### src/rtl/shift_add_multiplier_pkg.sv
// Shared constants for the shift-add multiplier: FSM state encodings and default operand width.
package shift_add_multiplier_pkg;

  localparam int unsigned DEFAULT_WIDTH = 4;

  typedef enum logic [2:0] {
    ST_IDLE  = 3'd0,
    ST_LOAD  = 3'd1,
    ST_ADD   = 3'd2,
    ST_SHIFT = 3'd3,
    ST_DONE  = 3'd4
  } state_e;

  // Iteration counter width; never narrower than one bit.
  function automatic int unsigned cnt_width(input int unsigned w);
    return (w > 2) ? $clog2(w) : 1;
  endfunction

endpackage

### src/rtl/shift_add_multiplier_mult_ctrl_fsm.sv
// Sequencer for the shift-add multiplier: walks LOAD/ADD/SHIFT per multiplier bit and
// produces datapath strobes plus registered busy/done.
module mult_ctrl_fsm
  import shift_add_multiplier_pkg::*;
#(
  parameter int unsigned WIDTH = DEFAULT_WIDTH
) (
  input  logic clk,
  input  logic rst,
  input  logic start,
  output logic load_en_c,
  output logic add_en_c,
  output logic shift_en_c,
  output logic busy,
  output logic done
);

  localparam int unsigned CW = cnt_width(WIDTH);

  state_e          state_q, state_d;
  logic [CW-1:0]   cnt_q, cnt_d;
  logic            last_c;
  logic            busy_d, done_d;

  assign last_c = (cnt_q == CW'(WIDTH - 1));

  // State, counter and output registers.
  always_ff @(posedge clk or negedge rst) begin
    if (!rst) begin
      state_q <= ST_IDLE;
      cnt_q   <= '0;
      busy    <= 1'b0;
      done    <= 1'b0;
    end else begin
      state_q <= state_d;
      cnt_q   <= cnt_d;
      busy    <= busy_d;
      done    <= done_d;
    end
  end

  // Next-state, strobe decode, and next values of the registered status outputs.
  always_comb begin
    state_d    = state_q;
    cnt_d      = cnt_q;
    load_en_c  = 1'b0;
    add_en_c   = 1'b0;
    shift_en_c = 1'b0;
    busy_d     = 1'b0;
    done_d     = 1'b0;

    unique case (state_q)
      ST_IDLE: begin
        if (start) state_d = ST_LOAD;
      end
      ST_LOAD: begin
        load_en_c = 1'b1;
        cnt_d     = '0;
        state_d   = ST_ADD;
      end
      ST_ADD: begin
        add_en_c = 1'b1;
        state_d  = ST_SHIFT;
      end
      ST_SHIFT: begin
        shift_en_c = 1'b1;
        if (last_c) begin
          state_d = ST_DONE;
        end else begin
          cnt_d   = cnt_q + CW'(1);
          state_d = ST_ADD;
        end
      end
      ST_DONE: begin
        state_d = ST_IDLE;
      end
      default: begin
        state_d = ST_IDLE;
      end
    endcase

    busy_d = (state_d == ST_LOAD) || (state_d == ST_ADD) || (state_d == ST_SHIFT);
    done_d = (state_d == ST_DONE);
  end

endmodule

### src/rtl/shift_add_multiplier.sv
// Sequential unsigned shift-add multiplier: one multiplier bit per ADD/SHIFT pair,
// full 2*WIDTH product presented with a one-cycle done pulse.
module shift_add_multiplier
  import shift_add_multiplier_pkg::*;
#(
  parameter int unsigned WIDTH = DEFAULT_WIDTH
) (
  input  logic               clk,
  input  logic               rst,
  input  logic               start,
  input  logic [WIDTH-1:0]   a,
  input  logic [WIDTH-1:0]   b,
  output logic               busy,
  output logic               done,
  output logic [2*WIDTH-1:0] product
);

  logic             load_en_c, add_en_c, shift_en_c;
  logic [WIDTH-1:0] m_q, q_q;
  logic [WIDTH:0]   acc_q;
  logic [WIDTH-1:0] sum_c;
  logic             carry_out_c;
  logic             carry;
  logic [WIDTH:0]   acc_shift_c;
  logic [WIDTH-1:0] q_shift_c;

  mult_ctrl_fsm #(
    .WIDTH (WIDTH)
  ) u_ctrl (
    .clk        (clk),
    .rst        (rst),
    .start      (start),
    .load_en_c  (load_en_c),
    .add_en_c   (add_en_c),
    .shift_en_c (shift_en_c),
    .busy       (busy),
    .done       (done)
  );

  // Ripple of full-adder cells: m + acc[WIDTH-1:0], carry-out feeds acc[WIDTH].
  always_comb begin
    sum_c = '0;
    carry = 1'b0;
    for (int i = 0; i < int'(WIDTH); i++) begin
      sum_c[i] = m_q[i] ^ acc_q[i] ^ carry;
      carry    = (m_q[i] & acc_q[i]) | (carry & (m_q[i] ^ acc_q[i]));
    end
    carry_out_c = carry;
  end

  // Logical right shift of the {acc, q} concatenation.
  assign acc_shift_c = {1'b0, acc_q[WIDTH:1]};
  assign q_shift_c   = {acc_q[0], q_q[WIDTH-1:1]};

  always_ff @(posedge clk or negedge rst) begin
    if (!rst) begin
      m_q   <= '0;
      q_q   <= '0;
      acc_q <= '0;
    end else if (load_en_c) begin
      m_q   <= a;
      q_q   <= b;
      acc_q <= '0;
    end else if (add_en_c) begin
      if (q_q[0]) acc_q <= {carry_out_c, sum_c};
    end else if (shift_en_c) begin
      acc_q <= acc_shift_c;
      q_q   <= q_shift_c;
    end
  end

  assign product = {acc_q[WIDTH-1:0], q_q};

endmodule

### config.mk
export PLATFORM = sky130hd
export DESIGN_NAME = shift_add_multiplier
export DESIGN_NICKNAME = d
export VERILOG_FILES = /design/src/rtl/shift_add_multiplier_pkg.sv /design/src/rtl/shift_add_multiplier_mult_ctrl_fsm.sv /design/src/rtl/shift_add_multiplier.sv
export SDC_FILE = /design/constraint.sdc
export NUM_CORES = 1
export LEC_CHECK = 0
export ABC_CLOCK_PERIOD_IN_PS = 2250
export BUFFER_PORTS_ARGS = -buffer_cell sky130_fd_sc_hd__buf_4
export CELL_PAD_IN_SITES_DETAIL_PLACEMENT = 1
export CELL_PAD_IN_SITES_GLOBAL_PLACEMENT = 1
export CORE_UTILIZATION = 37
export DETAILED_ROUTE_END_ITERATION = 12
export GPL_TIMING_DRIVEN = 1
export PLACE_DENSITY = 0.78
export SETUP_SLACK_MARGIN = 0.4
export SLEW_MARGIN = 5
export SYNTH_ARGS = -nofsm -noshare
export SYNTH_HDL_FRONTEND = slang
export SYNTH_SLANG_ARGS = --single-unit
### constraint.sdc
create_clock -name clk -period 2.25 [get_ports clk]
set_clock_uncertainty 0.2 [all_clocks]
set_input_delay 0 -clock clk [delete_from_list [all_inputs] [get_ports clk]]
set_output_delay 0 -clock clk [all_outputs]
set_load 0.005 [all_outputs]
Word level (Yosys, flattened, before mapping):

Cells that the tools add are included.

* $add $sub $neg: 1
* $mul: 0
* div/mod/pow operators: 0
* magnitude comparators: 0
* equal/unequal tests: 11
* shift-type cells: 0
* multiplexer cells: 15
* bitwise gates (word level): 17
* reduce and logical (&&, ||, !) cells: 9

Operators by type and width (count)
* two-way mux 5 bit: 4
* equality test 3 x 2 -> 1 bit, second input constant: 4
* two-way mux 4 bit: 3
* one-hot mux 3 bit (4 select lines): 1
* bitwise AND 1 bit: 7
* XOR 1 bit: 7
* equality test 3 x 1 -> 1 bit, second input constant: 2
* two-way mux 3 bit: 2
* AND reduction 2 bit: 3
* != test 2 bit, second input constant: 2
* one-hot mux 2 bit (2 select lines): 1
* nonzero test 2 bit: 2
* equality test 3 bit, second input constant: 1
* zero test 3 bit: 1
* two-way mux 1 bit: 3
* != test 3 x 2 -> 1 bit, second input constant: 1
* OR 1 bit: 3
* nonzero test 3 bit: 1
* adder 2 x 1 -> 2 bit, second input constant: 1
* equality test 2 bit, second input constant: 1
* logical OR 1 bit: 2
* two-way mux 2 bit: 1

* bits in registers: 20
* latch bits: 0
* RAM bits: 0
* ROM bits: 0
* input bits: 11
* output and inout port bits: 10
* word-level logic and storage cells: 60
* memories: 0

Logic depth before layout (Yosys ltp):

* depth after elaboration: 10
* depth in mapped cells: 9
* depth with buffers taken out: 9

Cells and area by module:

Synthesis repeated with hierarchy kept, for this count alone.

* cell total of the unflattened synthesis: 95
* area total of the unflattened synthesis: 1061.0 um2

By module, submodules not included
* shift_add_multiplier: times used 1, cells an instance 68, area an instance 753.2 um2, sequential area each 325.3 um2
* mult_ctrl_fsm: times used 1, cells an instance 27, area an instance 307.8 um2, sequential area each 175.2 um2

Least setup slack after synthesis:

No wires, ideal clock.

* path kind: register to register
* from: register acc_q[0]
* to: register acc_q[3]
* setup time: 126 ps
* data arrival time: 1919 ps
* required time: 1924 ps
* slack: 5 ps
* stages on the path, launching flop included: 8
* path buffers: 0
* period minus slack after synthesis: 2245 ps
* path through: dfrtp_1 > ha_1 > fa_1 > inv_1 > fa_1 > inv_1 > fa_1 > a221o_1

* longest elaborated chain between the ends: 9

Ends and longest elaborated chain
* start, declared: RTL line shift_add_multiplier.sv:20 `logic [WIDTH:0] acc_q;`
* start signal, assigned: RTL line shift_add_multiplier.sv:65 `if (q_q[0]) acc_q <= {carry_out_c, sum_c};`
* start signal, assigned: RTL line shift_add_multiplier.sv:67 `acc_q <= acc_shift_c;`
* bitwise AND 1 bit (2 in series): RTL line shift_add_multiplier.sv:46 `carry = (m_q[i] & acc_q[i]) | (carry & (m_q[i] ^ acc_q[i]));`
* OR 1 bit: RTL line shift_add_multiplier.sv:46
* bitwise AND 1 bit: RTL line shift_add_multiplier.sv:46
* OR 1 bit: RTL line shift_add_multiplier.sv:46
* XOR 1 bit: RTL line shift_add_multiplier.sv:45 `sum_c[i] = m_q[i] ^ acc_q[i] ^ carry;`
* two-way mux 5 bit: RTL line shift_add_multiplier.sv:65
* two-way mux 5 bit: RTL line shift_add_multiplier.sv:64 `end else if (add_en_c) begin`
* two-way mux 5 bit: RTL line shift_add_multiplier.sv:60 `end else if (load_en_c) begin`

Every way passes these cells. The select of a mux whose other input is x is not followed.
A chain may end at the register's enable or synchronous reset.

Worst setup path in the final report:

Ends and elaborated chain as after synthesis.

==> key figures <==
Global route
  • GRT Resource Usage Total: 18.5%
  • Initial antenna violation count: 0
  • Total congestion overflow: 0
  • Largest net degree at the start of global routing: 21
  • First-pass GRT wire length: 3.70 mm
  • Number of global-route vias before repair: 771

Worst setup path
  • CP Class: flip-flop to flip-flop
  • Critical path endpoint category: flip-flop
  • Critical Path Max Stage Delay: 0.41 ns
  • Cell Chain, Critical Path: ha_2 > fa_2 > inv_2 > fa_2 > inv_2 > fa_2 > a221o_1
  • Critical Path RT: 2.25 ns
  • Arr. time, crit path: 2.23 ns
  • Startpoint Class: flip-flop
  • CP Max Fanout: 2
  • Most frequent CP cell: fa_2
  • CP delay by family, top: adder cells
  • Critical path buffers and inverters: 2
  • CP max-delay cell: dfrtp_1

Layout
  • Area added between synthesis and finish: 35.5%
  • Share of layout cells above drive strength 1: 35.8%
  • Nets: 137
  • Number of diodes: 0
  • Design area: 1350 um2

Routing
  • Vias: 760
  • Routed length per instance: 14.7 um
  • ANT nets after route: 0
  • Post-route DRC: 0
  • Drt pass-1 iters: 3
  • 1st-iter DRT viols: 5
  • DR vias/cell: 5.07
  • Post-Route WL: 2.21 mm

Synth
  • Synth Net Count: 103
  • Cell taking the most area after synthesis: dfrtp_1
  • Netlist cell types: 27
  • Ys Warns: 0
  • Cells after Synth: 87
  • Netlist Area Pre-Place: 995 um2
  • Seq cells post-synth: 20
  • Synth top area cells: dfrtp_1 50%, fa_1 6.0%, mux2_2 4.5%
  • Share of the synthesized area in the top cell type: 50.3%
  • Syn_area_per_cell: 11.4 um2
  • Seq/Total Area, Yosys: 50.3%

Floorplan
  • Die Ht: 53.9 um
  • Site row count: 18
  • Initial Util: 39.8%
  • Chip width: 53.9 um
  • Die ar.: 2900 um2
  • Core ar.: 2500 um2
  • I/O pins: 21

STA
  • Slew headroom: 39.3%
  • Max Transition Viols Final: 0
  • Unrepaired setup endpoints after global routing: true
  • Final hold viol count: 0
  • Total negative slack: 0 ns
  • F_max: 448 MHz
  • # setup viols final: 0
  • Tcrit/Tclk final: 99.1%
  • Fin crit period: 2.23 ns
  • Slew at the pin with the worst max-slew slack: 0.908 ns

CTS
  • CTS tree: built
  • Clock-pin slew on the worst setup and hold paths: 0.12 ns
  • Clk Latency, worst-skew pair: 0.31 ns
  • CTS Buffer Depth: 2
  • CTS sink count: 20
  • Clk root buf: clkbuf_4
  • H-Tree Depth: 1
  • CTS Buf Count: 3

Flow run
  • Maxcap violations: 0

Placement
  • DP HPWL: 1.51 mm
  • Final Wtd Congestion: 0.743
  • Port Buf Inserts: 20
  • Placed Area: 1170 um2

Hold path
  • Hold WC Path Type: primary input to flip-flop

Outcome
  • Run status: finished clean

Power and ir drop
  • Power density cells: 1230 nW/um2
  • LEAKAGE: 0.672 nW
  • Max VDD drop: 0.674 mV
## worst min-delay path, stage by stage
cell           delay, ns
dlygate4sd3_1       0.52
buf_4               0.10
mux2_2              0.13
## stage by stage
stage | instances | hold slack (ns) | utilization, % | power [mW] | setup slack [ns]
floorplan | 87 | -0.496 | - | 1.09 | 0.0995
global placement | 133 | -0.305 | 46.8 | 1.28 | 0.0948
detailed placement | 133 | -0.301 | 46.8 | 1.33 | 0.0457
CTS | 149 | 0.253 | 53.6 | 1.65 | 0.0153
global route | 150 | 0.259 | 53.9 | 1.81 | -0.0513
finish | 150 | 0.262 | 53.9 | 1.65 | 0.0202
## registers in the layout (all words and copies together), names as in the netlist
name / flops
acc_q: 5
m_q: 4
q_q: 4
u_ctrl.state_q: 3
u_ctrl.cnt_q: 2
u_ctrl.busy: 1
u_ctrl.done: 1
## cells in the final DEF, fill, tap and decap left out, drive strengths merged
cell type and n:
nor2 2, o21bai 1, ha 2, inv 5
a21oi 2, clkbuf 3, nand2b 2, bufinv 1
nor2b 1, a32o 1, and4b 1, dfrtp 20
a31oi 1, mux2i 4, a221o 3, dlygate4sd3 11
buf 25, nand2 8, fa 3, a22o 2
mux2 4, nor3 1, or2 3, o21ai 7
and3 5, and4bb 1, a21o 1
## cell families after synthesis
group                    Yosys count  share of synthesized area (%)
flip-flops                        20                           50.3
buffers and inverters             12                           6.41
AO/OA/AOI/OAI                     18                           12.5
adder cells (fa/ha/maj)            5                           8.55
AND/OR/NAND/NOR                   24                           13.7
multiplexers                       8                           8.55
## final cells by class
| cell class | instances | area, um2 |
|---|---|---|
| flip-flops and latches | 20 | 500 |
| repair buffers | 36 | 298 |
| clock buffers | 3 | 22.5 |
| multi-input cells | 55 | 440 |
| inverters | 5 | 18.8 |
| fillers | 264 | 1150 |
| clock inverters | 1 | 30.0 |
| well taps | 30 | 37.5 |
## metal layers
layer  vias to the layer above  GRT usage, %  routed length (um)
met5                         -             0                   0
met4                         0          6.58                  37
met2                        20          30.2                1080
met1                       368          24.6                1000
li1                        368             -                   -
met3                         4          2.54                  87
## worst paths after layout
kind	from	endpoint	slack, ns	cells past startpoint
max	acc_q[0]	acc_q[3]	0.02	7
max in group asynchronous	rst	u_ctrl.done	0.61	3
min in group asynchronous	rst	m_q[3]	0.68	3
min	a[3]	m_q[3]	0.26	3
min reg2reg	m_q[0]	m_q[0]	0.34	1
max reg2reg	acc_q[0]	acc_q[3]	0.02	7
## where the power goes
| group | switching (mW) | total, mW | internal [mW] | leakage, nW |
|---|---|---|---|---|
| registers | 0.154 | 0.655 | 0.500 | 0.250 |
| logic | 0.307 | 0.701 | 0.394 | 0.394 |
| clock network | 0.117 | 0.297 | 0.180 | 0.0279 |
## timing repair
item / 4_1_cts / 5_1_grt
resized for setup: 0 / 1
hold buffers: 11 / 0
setup endpoints to repair: 3 / 4
hold endpoints to repair: 30 / 0
setup buffers: 1 / 1
pin swaps: 1 / 1
## synthesized netlist by cell type (all sizes together)
master / n
dfrtp: 20
nand2: 8
buf: 7
o21ai: 7
and3: 5
inv: 5
mux2: 4
mux2i: 4
a221o: 3
fa: 3
or2: 3
a21oi: 2
a22o: 2
ha: 2
nand2b: 2
nor2: 2
a21o: 1
a31oi: 1
a32o: 1
and4b: 1
and4bb: 1
nor2b: 1
nor3: 1
o21bai: 1
(Power assumes the default switching activity.)
